`config.mk`:
```
export PLATFORM = sky130hd
export DESIGN_NAME = rr_src_sel4
export DESIGN_NICKNAME = d
export VERILOG_FILES = /design/src/rtl/rr_src_sel4_pkg.sv /design/src/rtl/rr_grant4.sv /design/src/rtl/rr_src_sel4.sv
export SDC_FILE = /design/constraint.sdc
export NUM_CORES = 1
export LEC_CHECK = 0
export ABC_AREA = 1
export CORE_MARGIN = 3
export CORE_UTILIZATION = 41
export DETAILED_ROUTE_END_ITERATION = 10
export HOLD_SLACK_MARGIN = 0.05
export PLACE_DENSITY = 0.83
export SLEW_MARGIN = 25
export SYNTH_ARGS = -nofsm -noshare
export SYNTH_HDL_FRONTEND = slang
export SYNTH_HIERARCHICAL = 1
export SYNTH_SLANG_ARGS = --single-unit
```
`constraint.sdc`:
```
create_clock -name clk -period 1.9 [get_ports clk]
set_input_delay 0.38 -clock clk [delete_from_list [all_inputs] [get_ports clk]]
set_output_delay 0.38 -clock clk [all_outputs]
set_load 0.03 [all_outputs]
```
`src/rtl/rr_src_sel4_pkg.sv`:
```
// Shared constants and types for the 4-channel round-robin source selector.
// The select codes are also consumed by the downstream 4:1 data selector.
package rr_src_sel4_pkg;

    localparam int NCH = 4;

    localparam logic [1:0] CH0 = 2'b00;
    localparam logic [1:0] CH1 = 2'b01;
    localparam logic [1:0] CH2 = 2'b10;
    localparam logic [1:0] CH3 = 2'b11;

    // EMPTY: output register free; FULL: output register holds a word.
    typedef enum logic {
        ST_EMPTY = 1'b0,
        ST_FULL  = 1'b1
    } state_t;

    // Round-robin successor of a channel index (3 wraps to 0).
    function automatic logic [1:0] next_chan(input logic [1:0] idx);
        return idx + 2'd1;
    endfunction

endpackage

```
`src/rtl/rr_grant4.sv`:
```
// Combinational rotate/priority-encode: first requester at or after ptr wins.
// gnt_idx is only meaningful while gnt_vld is high.
module rr_grant4
    import rr_src_sel4_pkg::*;
(
    input  logic [NCH-1:0] req,
    input  logic [1:0]     ptr,
    output logic           gnt_vld,
    output logic [1:0]     gnt_idx
);

    logic [1:0] w_cand;

    // Scan from the lowest-priority slot upward so the last hit is the winner.
    always_comb begin
        gnt_vld = 1'b0;
        gnt_idx = ptr;
        w_cand  = ptr;
        for (int k = NCH - 1; k >= 0; k--) begin
            w_cand = ptr + k[1:0];
            if (req[w_cand]) begin
                gnt_vld = 1'b1;
                gnt_idx = w_cand;
            end
        end
    end

endmodule

```
`src/rtl/rr_src_sel4.sv`:
```
// 4-channel round-robin source selector with a one-entry output register.
// Handshake: a transfer happens on any edge where valid and ready are both high.
module rr_src_sel4
    import rr_src_sel4_pkg::*;
#(
    parameter int DW = 2,
    parameter int CW = 8
)
(
    input  logic              clk,
    input  logic              rst,
    input  logic [NCH-1:0]    in_valid,
    input  logic [NCH*DW-1:0] in_data,
    output logic [NCH-1:0]    in_ready,
    output logic              out_valid,
    output logic [DW-1:0]     out_data,
    output logic [1:0]        out_chan,
    input  logic              out_ready,
    output logic [CW-1:0]     xfer_cnt,
    output state_t            o_dbg_state,
    output logic [1:0]        o_dbg_ptr
);

    state_t          r_state;
    state_t          w_state_nxt;
    logic [1:0]      r_ptr;
    logic [DW-1:0]   r_out_data;
    logic [1:0]      r_out_chan;
    logic [CW-1:0]   r_xfer_cnt;

    logic            w_gnt_vld;
    logic [1:0]      w_gnt_idx;
    logic            w_can_load;
    logic            w_xfer;
    logic [DW-1:0]   w_sel_data;

    rr_grant4 u_grant (
        .req     (in_valid),
        .ptr     (r_ptr),
        .gnt_vld (w_gnt_vld),
        .gnt_idx (w_gnt_idx)
    );

    // Loading is allowed when the register is empty or drains this same cycle.
    assign w_can_load = (r_state == ST_EMPTY) || out_ready;
    assign w_xfer     = w_gnt_vld && w_can_load && !rst;
    assign w_sel_data = in_data[int'(w_gnt_idx) * DW +: DW];

    always_comb begin
        in_ready = '0;
        if (w_xfer) begin
            in_ready[w_gnt_idx] = 1'b1;
        end
    end

    always_comb begin
        w_state_nxt = r_state;
        case (r_state)
            ST_EMPTY: begin
                if (w_xfer) begin
                    w_state_nxt = ST_FULL;
                end
            end
            ST_FULL: begin
                if (w_xfer) begin
                    w_state_nxt = ST_FULL;
                end else if (out_ready) begin
                    w_state_nxt = ST_EMPTY;
                end
            end
            default: w_state_nxt = ST_EMPTY;
        endcase
    end

    always_ff @(posedge clk) begin
        if (rst) begin
            r_state    <= ST_EMPTY;
            r_ptr      <= CH0;
            r_out_data <= '0;
            r_out_chan <= CH0;
            r_xfer_cnt <= '0;
        end else begin
            r_state <= w_state_nxt;
            if (w_xfer) begin
                r_out_data <= w_sel_data;
                r_out_chan <= w_gnt_idx;
                r_ptr      <= next_chan(w_gnt_idx);
                r_xfer_cnt <= r_xfer_cnt + {{(CW-1){1'b0}}, 1'b1};
            end
        end
    end

    assign out_valid   = (r_state == ST_FULL);
    assign out_data    = r_out_data;
    assign out_chan    = r_out_chan;
    assign xfer_cnt    = r_xfer_cnt;
    assign o_dbg_state = r_state;
    assign o_dbg_ptr   = r_ptr;

endmodule

```
==> results of run 1 <==
## metal layers
layer | global-route usage, % | share of wire [%] | wire length, µm | up-vias
li1 | - | - | - | 678
met1 | 24.3 | 36 | 1690 | 688
met2 | 42.3 | 51 | 2380 | 102
met3 | 4.98 | 5.9 | 275 | 36
met4 | 7.95 | 7.1 | 334 | 0
met5 | 0 | 0 | 0 | -
## area by class of cell
cell class / count / share of cell area [%]
Inverter: 33 / 6.84
Clock buffer: 3 / 1.15
Clock inverter: 1 / 0.256
Tap cell: 28 / 1.79
Multi-Input combinational cell: 127 / 43.5
Timing Repair Buffer: 65 / 30.8
Sequential cell: 15 / 15.7
## what timing repair did
| item | 4_1_cts | 5_1_grt |
|---|---|---|
| hold endpoints to repair | 0 | 0 |
| buffers inserted | 8 | 6 |
| hold buffers | 0 | 0 |
| pin swaps | 21 | 19 |
| gates resized for setup | 37 | 32 |
| endpoints found under the setup margin | 16 | 18 |
| cloned | 0 | 1 |
## power by group through the flow
stage               logic [mW]  registers (mW)  clock network [mW]
floorplan                0.749           0.571                   0
finish                    1.98           0.460               0.201
detailed placement        1.38           0.454                   0
global placement          1.32           0.452                   0
CTS                       1.68           0.449               0.189
global route              2.10           0.469               0.212
## cells in the final DEF (no fill, tap or decap), drive strengths merged
cell type | synthesis | routed
a21boi | 1 | 1
a21oi | 4 | 4
buf | 5 | 35
clkbuf | 0 | 3
clkdlybuf4s50 | 0 | 24
clkinv | 0 | 1
dfxtp | 15 | 15
dlygate4sd2 | 0 | 5
dlymetal6s2s | 0 | 1
ha | 5 | 5
inv | 33 | 33
nand2 | 63 | 63
nand3 | 19 | 19
nand4 | 3 | 3
nor2 | 21 | 22
nor3 | 1 | 1
o21ai | 8 | 8
o21bai | 1 | 1
## worst register-to-register path, delay by kind of cell, from the launching register on
family	cells	cell delay, ps
buf+inv	4	520
simple gates	13	1060
flops	1	380
## final timing paths
path | slack, ps | depth (start not counted) | to
max | -530 | 12 | in_ready[2]
min | 480 | 2 | out_data[0]
max reg2reg | -140 | 17 | out_data[0]
min reg2reg | 480 | 2 | out_data[0]
## flip-flops by register name, indices dropped and copies added (netlist names)
signal and count:
o_dbg_state 1, xfer_cnt 8, out_chan 2, o_dbg_ptr 2
out_data 2
## cell families after synthesis
kind of cell / count (synthesis) / synth area share (%)
buffers and inverters: 38 / 15.6
DFF: 15 / 27.8
AOI/OAI and AO/OA: 14 / 6.95
adders and majority gates: 5 / 5.79
and+or+nand+nor: 107 / 43.8
==> results.md, run 1 <==
- Dpl hpwl: 2230 µm
- CP Data Required Time: 1520 ps
- Place WS: -581 ps
- Dpl cell area: 0.00162 mm²
- Gr ovfl total: 0
- First-pass GRT wire length: 5810 µm
- Maximum fanout along the worst path: 5
- Syn Inst Count: 179
- DRT Pass-1 Iters: 4
- Layout cell share with drive strength beyond 1: 41.8%
- Clock network power share: 7.6%
- Multi-input logic area: 851 µm²
- Ys flop type: dfxtp_1
- Post-Route Skew: 12.5 ps
- Comb pwr share: 74.9%
- Post-synthesis async set-or-reset flop share: 0%
- Clk pin slew, worst setup/hold paths: 110 ps
- Top cells by count, synth: 61 x nand2_1, 29 x inv_1, 19 x nor2_1
- # setup viols final: 11
- Worst path max stage delay: 390 ps
- Period utilization: 128%
- DIE AREA: 0.00329 mm²
- Antenna cells: 0
- Slew margin rel.: 69.2%
- Max Clk Rate: 411 MHz
- Die height: 57.3 µm
- Sink Count: 15
- Largest net degree at the start of global routing: 17
- CP Capture Type: output pin
- Register area: 308 µm²
- DR iter-0 viols: 87
- HP Class: reg -> reg
- Synth cell types: 23
- Mean post-synth cell area: 6.03 µm²
- Worst R2R Start: o_dbg_ptr[1]
- Total net switching power: 1.29 mW
- DRC: 0
- CP Cell Sequence: inv_2 > nand2_1 > nand2_2 > nand2_4 > nand2_2 > o21bai_4 > a21boi_4 > buf_6 > ha_4 > inv_2 > nor2_4 > buf_6
- Final WL: 4680 µm
- Endpoints failing hold: 0
- Leakage: 0.914 nW
- Fin. max-slew vios: 0
- GRT Overall Usage: 22.4%
- I/O pin cnt: 35
- Final #Nets: 265
- Cts bufs inserted: 3
- Worst slew pin tran: 460 ps
- Final Util: 82.9%
- Pwr Density: 1350 mW/mm²
- Skew-Pair Late Insertion Delay: 310 ps
- EDFF count, synth: 0
- Final std cells w/o fill: 272
- Rows: 17
- ANT nets after route: 0
- Crit-path leading delay family: simple AND/OR/NAND/NOR gates
- Hold WS: 480 ps
- Design area: 0.00196 mm²
- Vias in the first global route: 1,295
- Routed vias: 1,504
- Max Cap Viol: 0
- Die extent in x: 57.3 µm
- Fillers: 135
- Initial antenna violation count: 0
- Fraction of power consumed by sequential logic: 17.4%
- TNS Setup: -2510 ps
- Gpl congestion: 0.818
- CP startpoint: o_dbg_ptr[1]
- Final worst slack: -533 ps
- CTS root buf: clkbuf_4
- Clk buf depth: 2
- Core Region: 0.00236 mm²
- Synth Net Count: 199
- YS warnings: 6
- WL/cell: 17.2 µm
- Fin crit period: 2430 ps
- Failing checks: setup timing
- Cell taking the most area after synthesis: dfxtp_1
- Top cell type's share of synthesized area: 27.8%
- Top cells by area, synth: dfxtp_1 28%, nand2_1 21%, inv_1 10%, nand3_1 8.3%, nor2_1 6.6%
- Synthesis-to-layout area growth: 81.2%
- Max VDD drop: 0.000981 V
- Startpoint types: register
- Yosys reg bits: 15
- Buf+Inv Stages, Crit Path: 4
- Netlist Area Pre-Place: 0.00108 mm²
- H-tree Lvls: 1
- Sequential-to-total area share from yosys stat: 27.8%
- Critical path type: reg -> out
- Pint: 1.34 mW
- Via-to-Cell Ratio: 5.53
- Most frequent cell after synthesis: nand2_1
- Initial Utilization: 45.7%
- Hold wc startpoint: out_data[0]
- Crit path DAT: 2050 ps
- RSZ-0062 raised after global routing: true
- Placed insts: 254
- Sw Ratio: 49.0%
- CTS tree: done
- Status: complete, but fails checks
- CP max-delay cell: dfxtp_4
- IO Port Bufs: 34
- Pwr Total: 2.64 mW
Power figures use the tool's default switching activity.
==> inputs of run 2 (changes only) <==
--- a/config.mk
+++ b/config.mk
@@ -6,11 +6,12 @@
 export NUM_CORES = 1
 export LEC_CHECK = 0
 export ABC_AREA = 1
+export ABC_CLOCK_PERIOD_IN_PS = 2270
 export CORE_MARGIN = 3
-export CORE_UTILIZATION = 41
+export CORE_UTILIZATION = 45
 export DETAILED_ROUTE_END_ITERATION = 10
 export HOLD_SLACK_MARGIN = 0.05
-export PLACE_DENSITY = 0.83
+export PLACE_DENSITY = 0.86
 export SLEW_MARGIN = 25
 export SYNTH_ARGS = -nofsm -noshare
 export SYNTH_HDL_FRONTEND = slang
==> constraint.sdc (replaced) <==
create_clock -name clk -period 2.27 [get_ports clk]
set_input_delay 0.454 -clock clk [delete_from_list [all_inputs] [get_ports clk]]
set_output_delay 0.454 -clock clk [all_outputs]
set_load 0.03 [all_outputs]
==> run 2 against run 1 <==
  * The flow still finishes with violations (setup timing)
  * Final area shrank 9.8%
  * Setup slack improved by 390 ps
  * Global-route usage is 1.7 points lower
  * Sequential share of layout area increased by 1.7 points
  * Clock skew is 11 ps lower
  * First-iteration DRC count down 55%
  * Utilization is 4.6 points lower
  * Register-to-register slack better by 400 ps
  * Routed wire length fell by 35%
  * Non-clock buffer count down 10
  * Combinational power is 31% lower
  * Worst hold slack lost 5.5 ps
  * Largest cell class unchanged
  * Highest routed layer unchanged
==> results.md, run 2 (synthesis results as in run 1) <==
- Status: complete, but fails checks
- Failing checks: setup timing
- Sink Count: 15 (unchanged)
- CP Data Required Time: 1820 ps (+300 ps)
- RSZ-0062 raised after global routing: true
- Post-Route Skew: 1.38 ps (-11.1 ps)
- DRT Pass-1 Iters: 4 (unchanged)
- ANT nets after route: 0 (unchanged)
- Fin. max-slew vios: 0 (unchanged)
- Fin crit period: 2410 ps
- Initial Utilization: 47.9% (+2.2 points)
- CP Capture Type: output pin
- Via-to-Cell Ratio: 4.89 (-12%)
- Maximum fanout along the worst path: 7 (+2)
- Slew margin rel.: 71.9% (+2.7 points)
- Routed vias: 1,276 (-15%)
- Dpl hpwl: 1890 µm (-15%)
- Multi-input logic area: 747 µm² (-12%)
- CTS root buf: clkbuf_4
- Register area: 308 µm² (unchanged)
- Dpl cell area: 0.00154 mm² (-5.2%)
- HP Class: reg -> reg
- Gr ovfl total: 0 (unchanged)
- Rows: 17 (unchanged)
- Max VDD drop: 0.00110 V (+13%)
- Gpl congestion: 0.764 (-6.6%)
- Antenna cells: 0 (unchanged)
- Startpoint types: register
- Commonest non-fill, non-tap cells in the layout: 45 x nand2_1, 26 x clkdlybuf4s50_1, 22 x inv_1, 18 x buf_4
- Clk buf depth: 2 (unchanged)
- DRC: 0 (unchanged)
- Cts bufs inserted: 3 (unchanged)
- Layout cell share with drive strength beyond 1: 32.2% (-9.6 points)
- Synthesis-to-layout area growth: 63.5%
- Fraction of power consumed by sequential logic: 20.3% (+2.9 points)
- Worst slew pin tran: 419 ps (-41.0 ps)
- Comb pwr share: 71.4% (-3.5 points)
- Die height: 55.0 µm (-4.1%)
- Leakage: 0.821 nW (-10%)
- Fillers: 167 (+24%)
- Skew-Pair Late Insertion Delay: 290 ps (-20 ps)
- Hold wc startpoint: out_data[1]
- CTS tree: done
- Max Clk Rate: 414 MHz
- Commonest non-fill, non-tap cell in the layout: nand2_1
- Critical path type: reg -> out
- Core Region: 0.00225 mm² (-4.5%)
- WL/cell: 11.6 µm (-33%)
- First-pass GRT wire length: 4540 µm (-22%)
- # setup viols final: 4 (-7)
- DR iter-0 viols: 39 (-55%)
- H-tree Lvls: 1 (unchanged)
- IO Port Bufs: 34 (unchanged)
- Total net switching power: 900 µW (-30%)
- Max FFs per register: 8 (unchanged)
- Clock network power share: 8.3% (+0.7 points)
- Pwr Density: 1080 mW/mm² (-20%)
- Initial antenna violation count: 0 (unchanged)
- Die extent in x: 55.0 µm (-4.1%)
- Cell depth of the worst flop-to-flop path: 17 (unchanged)
- Endpoints failing hold: 0 (unchanged)
- Vias in the first global route: 1,092 (-16%)
- Hold WS: 475 ps (-5.48 ps)
- Pint: 999 µW (-26%)
- Final worst slack: -143 ps (+390 ps)
- Worst R2R Start: o_dbg_ptr[0]
- Final Util: 78.3% (-4.6 points)
- Reg2reg end: out_data[1]
- Sw Ratio: 47.4% (-1.7 points)
- Worst reg2reg setup slack: 260 ps (+400 ps)
- End point of the critical path: in_ready[2]
- Final WL: 3030 µm (-35%)
- Period utilization: 106%
- DIE AREA: 0.00302 mm² (-8.0%)
- Clk pin slew, worst setup/hold paths: 90 ps (-20 ps)
- GRT Overall Usage: 20.7% (-1.7 points)
- CP startpoint: o_dbg_ptr[0]
- I/O pin cnt: 35 (unchanged)
- Final #Nets: 254 (-4.2%)
- Max Cap Viol: 0 (unchanged)
- Largest net degree at the start of global routing: 19 (+2)
- Crit path DAT: 1960 ps (-90 ps)
- Design area: 0.00177 mm² (-9.8%)
==> run 2: cell count changes in the layout (fill, tap and decap cells not counted), moves of 3 or more <==
cell     before  now
buf_4        26   18
inv_2        11    8
inv_4         0    3
nand2_1      41   45
nand2_2      19   16
nand3_1      12   16
nor2_4        8    3
o21ai_0       1    4
==> run 2: worst min-delay path by stage <==
stage                              to  slack, ps  depth (start not counted)
after floorplan           out_chan[0]        520                          1
after global placement    out_chan[0]        450                          2
after detailed placement  out_data[0]        460                          2
after CTS                 out_data[1]        480                          2
after global routing      out_chan[0]        500                          2
final                     out_data[1]        470                          2
==> run 2: timing repair <==
item,in CTS,in global routing
endpoints found under the setup margin,4,4
buffers inserted,3,5
gates resized for setup,37,16
pin swaps,14,14
hold buffers,0,0
gates cloned,0,0
==> run 2: stage by stage <==
stage          std cells  TNS (ps)  setup slack [ps]  total power, mW
2_1_floorplan        179         0              55.1             1.02
3_3_place_gp         249     -1200              -354             1.39
3_5_place_dp         249     -1550              -409             1.40
4_1_cts              256      -439              -118             1.74
5_1_grt              261      -915              -240             2.02
6_report             261      -540              -143             1.90
==> run 2: final cells by class <==
class                           count  share of cell area [%]
Sequential cell                    15                    17.4
Timing Repair Buffer               55                    29.3
Clock buffer                        4                    1.49
Tap cell                           28                    1.98
Multi-Input combinational cell    126                    42.3
Inverter                           33                    7.44
==> run 2: power by group through the flow <==
stage | Sequential, mW | Clock (mW) | Combinational (mW)
2_1_floorplan | 0.476 | 0 | 0.543
3_3_place_gp | 0.387 | 0 | 1.00
3_5_place_dp | 0.388 | 0 | 1.01
4_1_cts | 0.383 | 0.160 | 1.20
5_1_grt | 0.398 | 0.171 | 1.46
6_report | 0.386 | 0.158 | 1.36
==> run 2: worst max-delay path, cell delays in order, from the launching register on <==
cell and delay (ps):
dfxtp_4 420, buf_6 140, nand2_2 60, nand2_2 80
nand2_2 60, nand2_2 90, nand2_2 60, nand2_2 80
nand2_1 60, nand2_2 80, nand2_4 90, inv_4 90
ha_4 120, inv_2 40, nor2_4 70, buf_6 130
==> run 2: routing by layer <==
metal	share of wire, %	GRT usage (%)
met5	0	0
met3	7.8	5.90
met4	1.7	6.07
met1	40	24.8
met2	50	35.6
==> inputs of run 3 (changes only) <==
--- a/config.mk
+++ b/config.mk
@@ -8,10 +8,11 @@
 export ABC_AREA = 1
 export ABC_CLOCK_PERIOD_IN_PS = 2270
 export CORE_MARGIN = 3
-export CORE_UTILIZATION = 45
+export CORE_UTILIZATION = 38
 export DETAILED_ROUTE_END_ITERATION = 10
 export HOLD_SLACK_MARGIN = 0.05
-export PLACE_DENSITY = 0.86
+export PLACE_DENSITY = 0.76
+export SKIP_CTS_REPAIR_TIMING = 1
 export SLEW_MARGIN = 25
 export SYNTH_ARGS = -nofsm -noshare
 export SYNTH_HDL_FRONTEND = slang
==> run 3 against run 2 <==
  * The flow still finishes with violations (setup timing)
  * Clock power fell by 3%
  * Power rose by 1.6%
  * Final cell count rose by 1.1%
  * First-iteration DRC count rose by 31%
  * Flip-flop and latch count did not move
  * Setup slack got worse by 5.7 ps
  * Clock skew rose by 1.4 ps
  * Routed wire length rose by 2.1%
  * Via count fell by 2.4%
  * Die area rose by 16%
  * Critical path type unchanged
==> results.md, run 3 (synthesis results as in run 1) <==
- RSZ-0062 raised after global routing: true
- Largest net degree at the start of global routing: 20 (+1)
- First-pass GRT wire length: 4080 µm (-10%)
- Failing checks: setup timing
- Die extent in x: 59.3 µm (+7.9%)
- TNS Setup: -504 ps (+36.1 ps)
- Skew-Pair Late Insertion Delay: 280 ps (about the same)
- Max VDD drop: 0.000953 V (-14%)
- Fraction of power consumed by sequential logic: 20.1% (-0.2 points)
- Die height: 59.3 µm (+7.9%)
- Max FFs per register: 8 (unchanged)
- Initial antenna violation count: 0 (unchanged)
- DRC: 0 (unchanged)
- Post-Route Skew: 2.82 ps (+1.44 ps)
- Clk buf depth: 2 (unchanged)
- DIE AREA: 0.00352 mm² (+16%)
- Sw Ratio: 47.3% (-0.10 points)
- Worst slew pin tran: 346 ps (-72.9 ps)
- Clk pin slew, worst setup/hold paths: 90 ps (about the same)
- H-tree Lvls: 1 (unchanged)
- # setup viols final: 4 (unchanged)
- Antenna cells: 0 (unchanged)
- ANT nets after route: 0 (unchanged)
- CTS root buf: clkbuf_4
- Gr ovfl total: 0 (unchanged)
- Fin crit period: 2420 ps (+5.69 ps)
- Synthesis-to-layout area growth: 67.9%
- Period utilization: 107% (+0.25 points)
- Cts bufs inserted: 3 (unchanged)
- Rows: 18 (+1)
- Endpoints failing hold: 0 (unchanged)
- Core Region: 0.00259 mm² (+15%)
- DR iter-0 viols: 51 (+31%)
- Critical path type: reg -> out
- DRT Pass-1 Iters: 4 (unchanged)
- Max Cap Viol: 0 (unchanged)
- Sink Count: 15 (unchanged)
- HP Class: reg -> reg
- Dpl hpwl: 1890 µm (-0.24%)
- Max Clk Rate: 413 MHz (-0.24%)
- Slew margin rel.: 76.8% (+4.9 points)
- GRT Overall Usage: 14.8% (-5.9 points)
- Maximum fanout along the worst path: 7 (unchanged)
- Place WS: -403 ps (+6.39 ps)
- Comb pwr share: 71.9% (+0.5 points)
- CTS tree: done
- Vias in the first global route: 961 (-12%)
- Final WL: 3090 µm (+2.1%)
- Initial Utilization: 41.7% (-6.2 points)
- CP Capture Type: output pin
- Crit path DAT: 1960 ps (about the same)
- Leakage: 0.871 nW (+6.0%)
- IO Port Bufs: 34 (unchanged)
- Final #Nets: 255 (+0.39%)
- Worst reg2reg setup slack: 350 ps (+90 ps)
- I/O pin cnt: 35 (unchanged)
- Commonest non-fill, non-tap cell in the layout: nand2_1
- Status: complete, but fails checks
- Gpl congestion: 0.866 (+13%)
- CP Data Required Time: 1820 ps (about the same)
- Routed vias: 1,246 (-2.4%)
- Pint: 1.02 mW (+1.8%)
- Commonest non-fill, non-tap cells in the layout: 48 x nand2_1, 26 x clkdlybuf4s50_1, 22 x inv_1, 19 x buf_4
- Clock network power share: 8.0% (-0.3 points)
- WL/cell: 11.7 µm (+0.99%)
- Pwr Density: 1060 mW/mm² (-1.1%)
- Via-to-Cell Ratio: 4.72 (-3.5%)
- Layout cell share with drive strength beyond 1: 32.5% (+0.29 points)
- Fin. max-slew vios: 0 (unchanged)
- Startpoint types: register
- Total net switching power: 913 µW (+1.4%)
- Final worst slack: -149 ps (-5.70 ps)
run 3: per-stage QoR:
stage	power [mW]	area, µm²	util [%]	std cells	hold WS (ps)
floorplan	1.02	1100	-	179	523
global placement	1.38	1520	58.8	249	454
detailed placement	1.38	1520	58.8	249	464
CTS	1.54	1550	59.9	253	478
global route	2.06	1810	70.0	264	509
finish	1.93	1810	70.0	264	475
run 3: cell type report:
class                   count  area (µm²)
inverters                  33         134
well taps                  30        37.5
flip-flops and latches     15         308
multi-input cells         126         766
clock buffers               3        22.5
fillers                   197         777
repair buffers             56         541
clock inverters             1        5.00
run 3: layer usage:
| metal | GRT usage (%) | wire, µm | vias to the layer above |
|---|---|---|---|
| li1 | - | - | 659 |
| met4 | 1.94 | 0 | 0 |
| met3 | 5.66 | 181 | 0 |
| met5 | 0 | 0 | - |
| met1 | 20.1 | 1320 | 549 |
| met2 | 22.6 | 1590 | 38 |
run 3: power groups by stage:
| stage | clock network (mW) | logic, mW | registers [mW] |
|---|---|---|---|
| floorplan | 0 | 0.543 | 0.476 |
| global placement | 0 | 0.990 | 0.390 |
| detailed placement | 0 | 0.992 | 0.388 |
| CTS | 0.159 | 0.999 | 0.384 |
| global route | 0.175 | 1.49 | 0.400 |
| finish | 0.154 | 1.39 | 0.389 |
run 3: path summary, 6_finish.rpt:
path,startpoint,to,depth (start not counted)
worst max-delay path,o_dbg_ptr[0],in_ready[2],12
worst max register to register,o_dbg_ptr[0],out_data[1],17
worst min register to register,out_chan[0],out_chan[0],2
worst min-delay path,out_chan[0],out_chan[0],2
run 3: worst max-delay path, stage by stage (launching register included):
cell and delay (ps):
dfxtp_4 400, inv_6 90, nand2_1 60, nand2_2 60, nand2_1 110, o21ai_2 120
o21bai_4 80, a21boi_2 230, buf_4 170, ha_4 120, inv_2 30, nor2_4 70
buf_6 130
